**src/rtl/npc_pkg.sv**
```systemverilog
// npc_pkg
//   Shared definitions for the next-PC select unit: FSM state encoding,
//   status flag bit positions and the sequential PC increment.
package npc_pkg;

  typedef enum logic [0:0] {
    RUN      = 1'b0,
    IND_WAIT = 1'b1
  } npc_state_e;

  localparam int Z_BIT   = 0;
  localparam int N_BIT   = 1;
  localparam int PC_STEP = 4;

endpackage : npc_pkg

```
**src/rtl/npc_flag_reg.sv**
```systemverilog
// npc_flag_reg
//   2-bit status register (Z in bit 0, N in bit 1) with write enable.
// Ports
//   clk    in   core clock, rising edge
//   rst_n  in   async active-low reset, clears both flags
//   we     in   load d at the clock edge
//   d      in   new {N, Z}
//   q      out  registered {N, Z}
module npc_flag_reg (
  input  logic       clk,
  input  logic       rst_n,
  input  logic       we,
  input  logic [1:0] d,
  output logic [1:0] q
);

  logic [1:0] status_q;
  logic [1:0] status_d;

  always_comb begin
    status_d = status_q;
    if (we) status_d = d;
  end

  always_ff @(posedge clk or negedge rst_n) begin
    if (!rst_n) status_q <= 2'b00;
    else        status_q <= status_d;
  end

  assign q = status_q;

endmodule : npc_flag_reg

```
**src/rtl/npc_select_unit.sv**
```systemverilog
// npc_select_unit
//   Owns the PC and the Z/N status flags, generates the next-PC mux selects
//   s1/s2/s3, sequences the memory-indirect jump (jmxor) as a req/ack read
//   while stalling the core, and drives the link write for taken balrv/baln.
//
//   Optional feature macro: NPC_ALIGN_CHK_EN. When defined, a misaligned
//   branch target or indirect read result is not loaded; the PC steps by 4
//   instead and the sticky align_err flag sets. When undefined, targets load
//   unchanged and align_err is tied low.
//
// Ports
//   clk, rst_n                 clock, async active-low reset
//   balrv, baln, jmxor, jsp    decoded control-transfer instructions
//   flag_we, alu_zero, alu_neg status flag update from the ALU
//   read_data1                 register target (s1) / indirect pointer (jmxor)
//   jump_target                decoded jump target (s2)
//   mem_rdata, mem_ack         indirect read response
//   pc                         current PC
//   s1, s2, s3                 next-PC mux selects
//   mem_req, mem_addr          indirect read request (held until mem_ack)
//   stall                      freeze fetch/decode during the indirect read
//   link_we, link_data         link register write (pc+4)
//   align_err                  sticky misaligned-target flag
//
// State      | Meaning
// -----------+-----------------------------------------------------------
// RUN        | normal sequencing; selects active, PC advances or branches
// IND_WAIT   | indirect read outstanding; mem_req/stall high, PC/flags hold
module npc_select_unit
  import npc_pkg::*;
#(
  parameter int                 ADDR_W   = 32,
  parameter logic [ADDR_W-1:0]  RESET_PC = '0
) (
  input  logic              clk,
  input  logic              rst_n,
  input  logic              balrv,
  input  logic              baln,
  input  logic              jmxor,
  input  logic              jsp,
  input  logic              flag_we,
  input  logic              alu_zero,
  input  logic              alu_neg,
  input  logic [ADDR_W-1:0] read_data1,
  input  logic [ADDR_W-1:0] jump_target,
  input  logic [ADDR_W-1:0] mem_rdata,
  input  logic              mem_ack,
  output logic [ADDR_W-1:0] pc,
  output logic              s1,
  output logic              s2,
  output logic              s3,
  output logic              mem_req,
  output logic [ADDR_W-1:0] mem_addr,
  output logic              stall,
  output logic              link_we,
  output logic [ADDR_W-1:0] link_data,
  output logic              align_err
);

  npc_state_e        state_q, state_d;
  logic [ADDR_W-1:0] pc_q, pc_d;
  logic [ADDR_W-1:0] mem_addr_q, mem_addr_d;
  logic [1:0]        status;
  logic              run;
  logic              taken_balrv;
  logic [ADDR_W-1:0] pc_plus4;
  logic              load_tgt;
  logic              pc_adv;
  logic [ADDR_W-1:0] tgt;

  // Flags only update while running; an instruction waiting on the
  // indirect read must not clobber the status seen by later branches.
  npc_flag_reg u_flag_reg (
    .clk   (clk),
    .rst_n (rst_n),
    .we    (flag_we & run),
    .d     ({alu_neg, alu_zero}),
    .q     (status)
  );

  assign run         = (state_q == RUN);
  assign taken_balrv = balrv & status[Z_BIT];
  assign pc_plus4    = pc_q + ADDR_W'(PC_STEP);

  assign s3 = run & jmxor;
  assign s2 = run & baln & status[N_BIT];
  assign s1 = run & (taken_balrv | jsp);

  // jmxor overrides any simultaneous branch, so it also suppresses the link.
  assign link_we   = run & ~jmxor & (s2 | taken_balrv);
  assign link_data = pc_plus4;

  always_comb begin
    state_d    = state_q;
    mem_addr_d = mem_addr_q;
    load_tgt   = 1'b0;
    pc_adv     = 1'b0;
    tgt        = jump_target;
    case (state_q)
      RUN: begin
        if (s3) begin
          state_d    = IND_WAIT;
          mem_addr_d = read_data1;
        end else if (s2) begin
          load_tgt = 1'b1;
          tgt      = jump_target;
        end else if (s1) begin
          load_tgt = 1'b1;
          tgt      = read_data1;
        end else begin
          pc_adv = 1'b1;
        end
      end
      IND_WAIT: begin
        if (mem_ack) begin
          load_tgt = 1'b1;
          tgt      = mem_rdata;
          state_d  = RUN;
        end
      end
      default: state_d = RUN;
    endcase
  end

  always_comb begin
    pc_d = pc_q;
    if (pc_adv) begin
      pc_d = pc_plus4;
    end else if (load_tgt) begin
`ifdef NPC_ALIGN_CHK_EN
      if (tgt[1:0] != 2'b00) pc_d = pc_plus4;
      else                   pc_d = tgt;
`else
      pc_d = tgt;
`endif
    end
  end

  always_ff @(posedge clk or negedge rst_n) begin
    if (!rst_n) begin
      state_q    <= RUN;
      pc_q       <= RESET_PC;
      mem_addr_q <= '0;
    end else begin
      state_q    <= state_d;
      pc_q       <= pc_d;
      mem_addr_q <= mem_addr_d;
    end
  end

`ifdef NPC_ALIGN_CHK_EN
  logic align_err_q, align_err_d;

  always_comb begin
    align_err_d = align_err_q | (load_tgt & (tgt[1:0] != 2'b00));
  end

  always_ff @(posedge clk or negedge rst_n) begin
    if (!rst_n) align_err_q <= 1'b0;
    else        align_err_q <= align_err_d;
  end

  assign align_err = align_err_q;
`else
  assign align_err = 1'b0;
`endif

  // mem_req/stall come straight from the state flop so that reset drops
  // them asynchronously mid-read.
  assign mem_req  = (state_q == IND_WAIT);
  assign stall    = (state_q == IND_WAIT);
  assign mem_addr = mem_addr_q;
  assign pc       = pc_q;

endmodule : npc_select_unit

```
**config.mk**
```make
export PLATFORM = sky130hd
export DESIGN_NAME = npc_select_unit
export DESIGN_NICKNAME = d
export VERILOG_FILES = /design/src/rtl/npc_pkg.sv /design/src/rtl/npc_flag_reg.sv /design/src/rtl/npc_select_unit.sv
export SDC_FILE = /design/constraint.sdc
export NUM_CORES = 1
export LEC_CHECK = 0
export ABC_CLOCK_PERIOD_IN_PS = 2200
export CELL_PAD_IN_SITES_DETAIL_PLACEMENT = 0
export CELL_PAD_IN_SITES_GLOBAL_PLACEMENT = 1
export CORE_MARGIN = 1
export CORE_UTILIZATION = 31
export DETAILED_ROUTE_END_ITERATION = 7
export PLACE_DENSITY_LB_ADDON = 0.1
export SYNTH_ARGS = -nofsm -noshare
export SYNTH_HDL_FRONTEND = slang
export SYNTH_SLANG_ARGS = --single-unit
```
**constraint.sdc**
```tcl
create_clock -name clk -period 2.2 [get_ports clk]
set_input_delay 0.22 -clock clk [delete_from_list [all_inputs] [get_ports clk]]
set_output_delay 0.22 -clock clk [all_outputs]
set_load 0.03 [all_outputs]
```
==> flow_metrics.env, run 1 <==
export IMPL_synthesis_area_um2=4580
export IMPL_gr_total_overflow=0
export IMPL_cts_sinks=67
export IMPL_fin_crit_sh_pct=111
export IMPL_p_int_mw=4.70
export IMPL_clk_latency_ns=0.34
export IMPL_routed_wl_um=18500
export IMPL_p_seq_share_pct=24.0
export IMPL_synth_edf_count=0
export IMPL_syn_to_final_growth_pct=78.1
export IMPL_nets=848
export IMPL_violations="setup timing"
export IMPL_reg2reg_from="pc[2]"
export IMPL_synth_top_family_by_area="compound AO/OA/AOI/OAI gates"
export IMPL_drv_slew=0
export IMPL_multi_input_area_um2=3000
export IMPL_grt_pass1_vias=4908
export IMPL_power_leakage_nw=3.39
export IMPL_cts_tree="done"
export IMPL_grt_usage_pct=25.0
export IMPL_port_buffers=207
export IMPL_fin_skew_ns=0.00722
export IMPL_comb_power_share_pct=58.7
export IMPL_synth_xor_area_share_pct=5.33
export IMPL_syn_num_nets=598
export IMPL_synth_compound_area_share_pct=19.3
export IMPL_crit_path_start_kind="flip-flop"
export IMPL_hold_viol=0
export IMPL_ys_async_sr_fraction_pct=100
export IMPL_cts_root_buffer="clkbuf_16"
export IMPL_setup_violations_final=18
export IMPL_yosysSeqAreaShare_pct=36.6
export IMPL_grt_pass1_wl_um=28200
export IMPL_synth_simple_area_share_pct=19.1
export IMPL_dp_slack_ns=-0.0441
export IMPL_peakVddDrop_mv=0.476
export IMPL_post_dp_hpwl_um=14200
export IMPL_swShare_pct=41.8
export IMPL_crit_arrival_ns=2.21
export IMPL_postLayoutSetupSlackWorst_ns=-0.233
export IMPL_powerDensity_nw_per_um2=989
export IMPL_fillers=1274
export IMPL_hold_class="primary input to async pin"
export IMPL_path_class="flip-flop to output port"
export IMPL_globalplace_congestion=0.911
export IMPL_grt_max_degree=44
export IMPL_drt_initial_drc_count=312
export IMPL_core_um2=14500
export IMPL_ios=209
export IMPL_syn_avg_cell_area_um2=9.32
export IMPL_worst_path_max_fanout=5
export IMPL_pwr_share_clk_pct=17.2
export IMPL_worstMarginPinSlew_ns=0.567
export IMPL_vias=4978
export IMPL_relSlewSlack_pct=62.1
export IMPL_outcome="finished, violations left"
export IMPL_cts_buffer_depth=2
export IMPL_route_detailed_vias_per_inst=5.35
export IMPL_net_switching_power_mw=3.37
export IMPL_sequential_cell_area_um2=1700
export IMPL_holdWs_ns=0.344
export IMPL_drc_errors=0
export IMPL_drive_above_1_share_pct=31.4
export IMPL_die_y_um=124
export IMPL_netlist_instances=491
export IMPL_dieArea_um2=15300
export IMPL_synth_area_mux_share_pct=13.8
export IMPL_synthAdderAreaFrac_pct=0.273
export IMPL_startpoint="pc[6]"
export IMPL_tns_ns=-1.84
export IMPL_initial_core_util_pct=31.6
export IMPL_rsz0062_at_grt="yes"
export IMPL_clk_pin_slew_ns=0.06
export IMPL_endpoint_kind="output port"
export IMPL_wl_per_cell_um=19.9
export IMPL_firstDrtPassIters=5
export IMPL_yosysWarnings=0
export IMPL_max_freq_mhz=411
export IMPL_die_width_um=124
export IMPL_synth_cell_types=65
export IMPL_ys_seq_elements=67
export IMPL_ys_flop_type="dfrtp_1"
export IMPL_layout_min_cycle_time_ns=2.43
export IMPL_cts_buffers=9
export IMPL_antenna_found_initial=0
export IMPL_diodes=0
export IMPL_htreeDepth=3
export IMPL_rows=44
export IMPL_drv_cap=0
export IMPL_ant_nets=0
export IMPL_rr_worst_depth=8
export IMPL_crit_required_ns=1.98
-- per-layer routing --
| metal | up-vias | track usage (%) | share of wire [%] | routed length [µm] |
|---|---|---|---|---|
| met2 | 196 | 38.5 | 46 | 8530 |
| met5 | - | 0 | 0 | 0 |
| met1 | 2421 | 34.8 | 46 | 8550 |
| li1 | 2348 | - | - | - |
| met3 | 13 | 5.63 | 6.7 | 1240 |
| met4 | 0 | 7.23 | 1.2 | 218 |
-- cell type report --
cell class	count	share of cell area, %
Tap cell	184	2.82
Timing Repair Buffer	287	35.7
Clock inverter	2	0.123
Multi-Input combinational cell	368	36.8
Clock buffer	14	3.36
Sequential cell	67	20.8
Inverter	8	0.368
-- registers in the layout, indices dropped and copies added, names as in the netlist --
signal / flops
pc: 32
u_flag_reg.q: 2
mem_req: 1
mem_addr: 32
-- logic make-up after synthesis --
group,after synthesis
multiplexers,57
flip-flops,67
buffers and inverters,56
AO/OA/AOI/OAI,121
AND/OR/NAND/NOR,161
XOR/XNOR,27
adder cells (fa/ha/maj),1
other,1
-- worst max-delay path, cell delays in order, from the launching register on --
cell and delay (ns):
dfrtp_2 0.39, nand4_1 0.14, buf_4 0.18, or4_4 0.45
or3_4 0.42, xnor2_4 0.14, buf_6 0.15
-- cells in the final DEF, fill, tap and decap left out, types with 6 or more instances in the layout --
master	instances
mux2i_1	7
buf_12	19
a22oi_1	6
and3_1	25
o22ai_1	15
buf_6	10
nor2_4	6
clkbuf_16	9
nor3_1	7
nor2_1	16
xnor2_1	6
a21oi_1	13
nand2_1	26
o41a_1	8
buf_4	77
clkdlybuf4s50_1	175
dfrtp_1	52
mux2_2	50
nand3_1	33
o211ai_1	12
nand4_1	8
inv_1	8
o21ai_0	20
dfrtp_2	15
-- power by group through the flow --
stage | clock, mW | combinational [mW] | sequential (mW)
after floorplan | 0 | 1.67 | 2.68
after global placement | 0 | 4.51 | 1.95
after detailed placement | 0 | 4.53 | 1.96
after CTS | 1.41 | 4.64 | 1.94
after global routing | 1.47 | 4.99 | 2.00
final | 1.39 | 4.74 | 1.94
-- cells in the mapped netlist (5+ instances only) --
master | instances | area [µm²]
mux2i_1 | 7 | 70.1
o22ai_1 | 15 | 93.8
or3_1 | 6 | 37.5
a22oi_1 | 6 | 45.0
mux2_2 | 50 | 563
nor3_1 | 10 | 50.1
buf_4 | 5 | 37.5
nand4_1 | 8 | 50.1
nand2_1 | 26 | 97.6
dfrtp_1 | 67 | 1680
buf_1 | 5 | 18.8
o211ai_1 | 12 | 90.1
nor2_1 | 25 | 93.8
xnor2_1 | 13 | 114
nand3_1 | 34 | 170
clkbuf_1 | 32 | 120
o41a_1 | 8 | 90.1
a211o_1 | 5 | 43.8
xor2_1 | 13 | 114
o21ai_0 | 20 | 100
inv_1 | 8 | 30.0
a21oi_1 | 13 | 65.1
and3_1 | 25 | 156
-- metrics by stage --
stage	cell area, µm²	instances	total power [mW]	util, %
after global routing	8150	930	8.46	56.3
after floorplan	4820	491	4.36	-
after CTS	8000	922	7.99	55.3
after detailed placement	7490	892	6.49	51.7
after global placement	7490	892	6.46	51.7
final	8150	930	8.07	56.3
-- path summary, 6_finish.rpt --
path / endpoint / slack, ns
max reg2reg: pc[30] / -0.02
min in group clk: mem_addr[28] / 0.50
max in group asynchronous: mem_addr[21] / 1.28
min: pc[5] / 0.34
max: link_data[31] / -0.23
min reg2reg: mem_addr[28] / 0.50
-- what timing repair did --
action,CTS,global route
setup endpoints to repair,22,28
hold buffers,1,0
gates resized for setup,22,16
hold endpoints to repair,24,0
cloned,1,0
buffers inserted,12,8
pin swaps,9,6
Note: power is estimated with default switching activity, not from simulation.
==> inputs of run 2 (changes only) <==
--- a/config.mk
+++ b/config.mk
@@ -5,6 +5,7 @@
 export SDC_FILE = /design/constraint.sdc
 export NUM_CORES = 1
 export LEC_CHECK = 0
+export ABC_AREA = 0
 export ABC_CLOCK_PERIOD_IN_PS = 2200
 export CELL_PAD_IN_SITES_DETAIL_PLACEMENT = 0
 export CELL_PAD_IN_SITES_GLOBAL_PLACEMENT = 1
==> results of run 2 <==
Same layout as run 1: the final DEF is identical, and so are final timing and power.
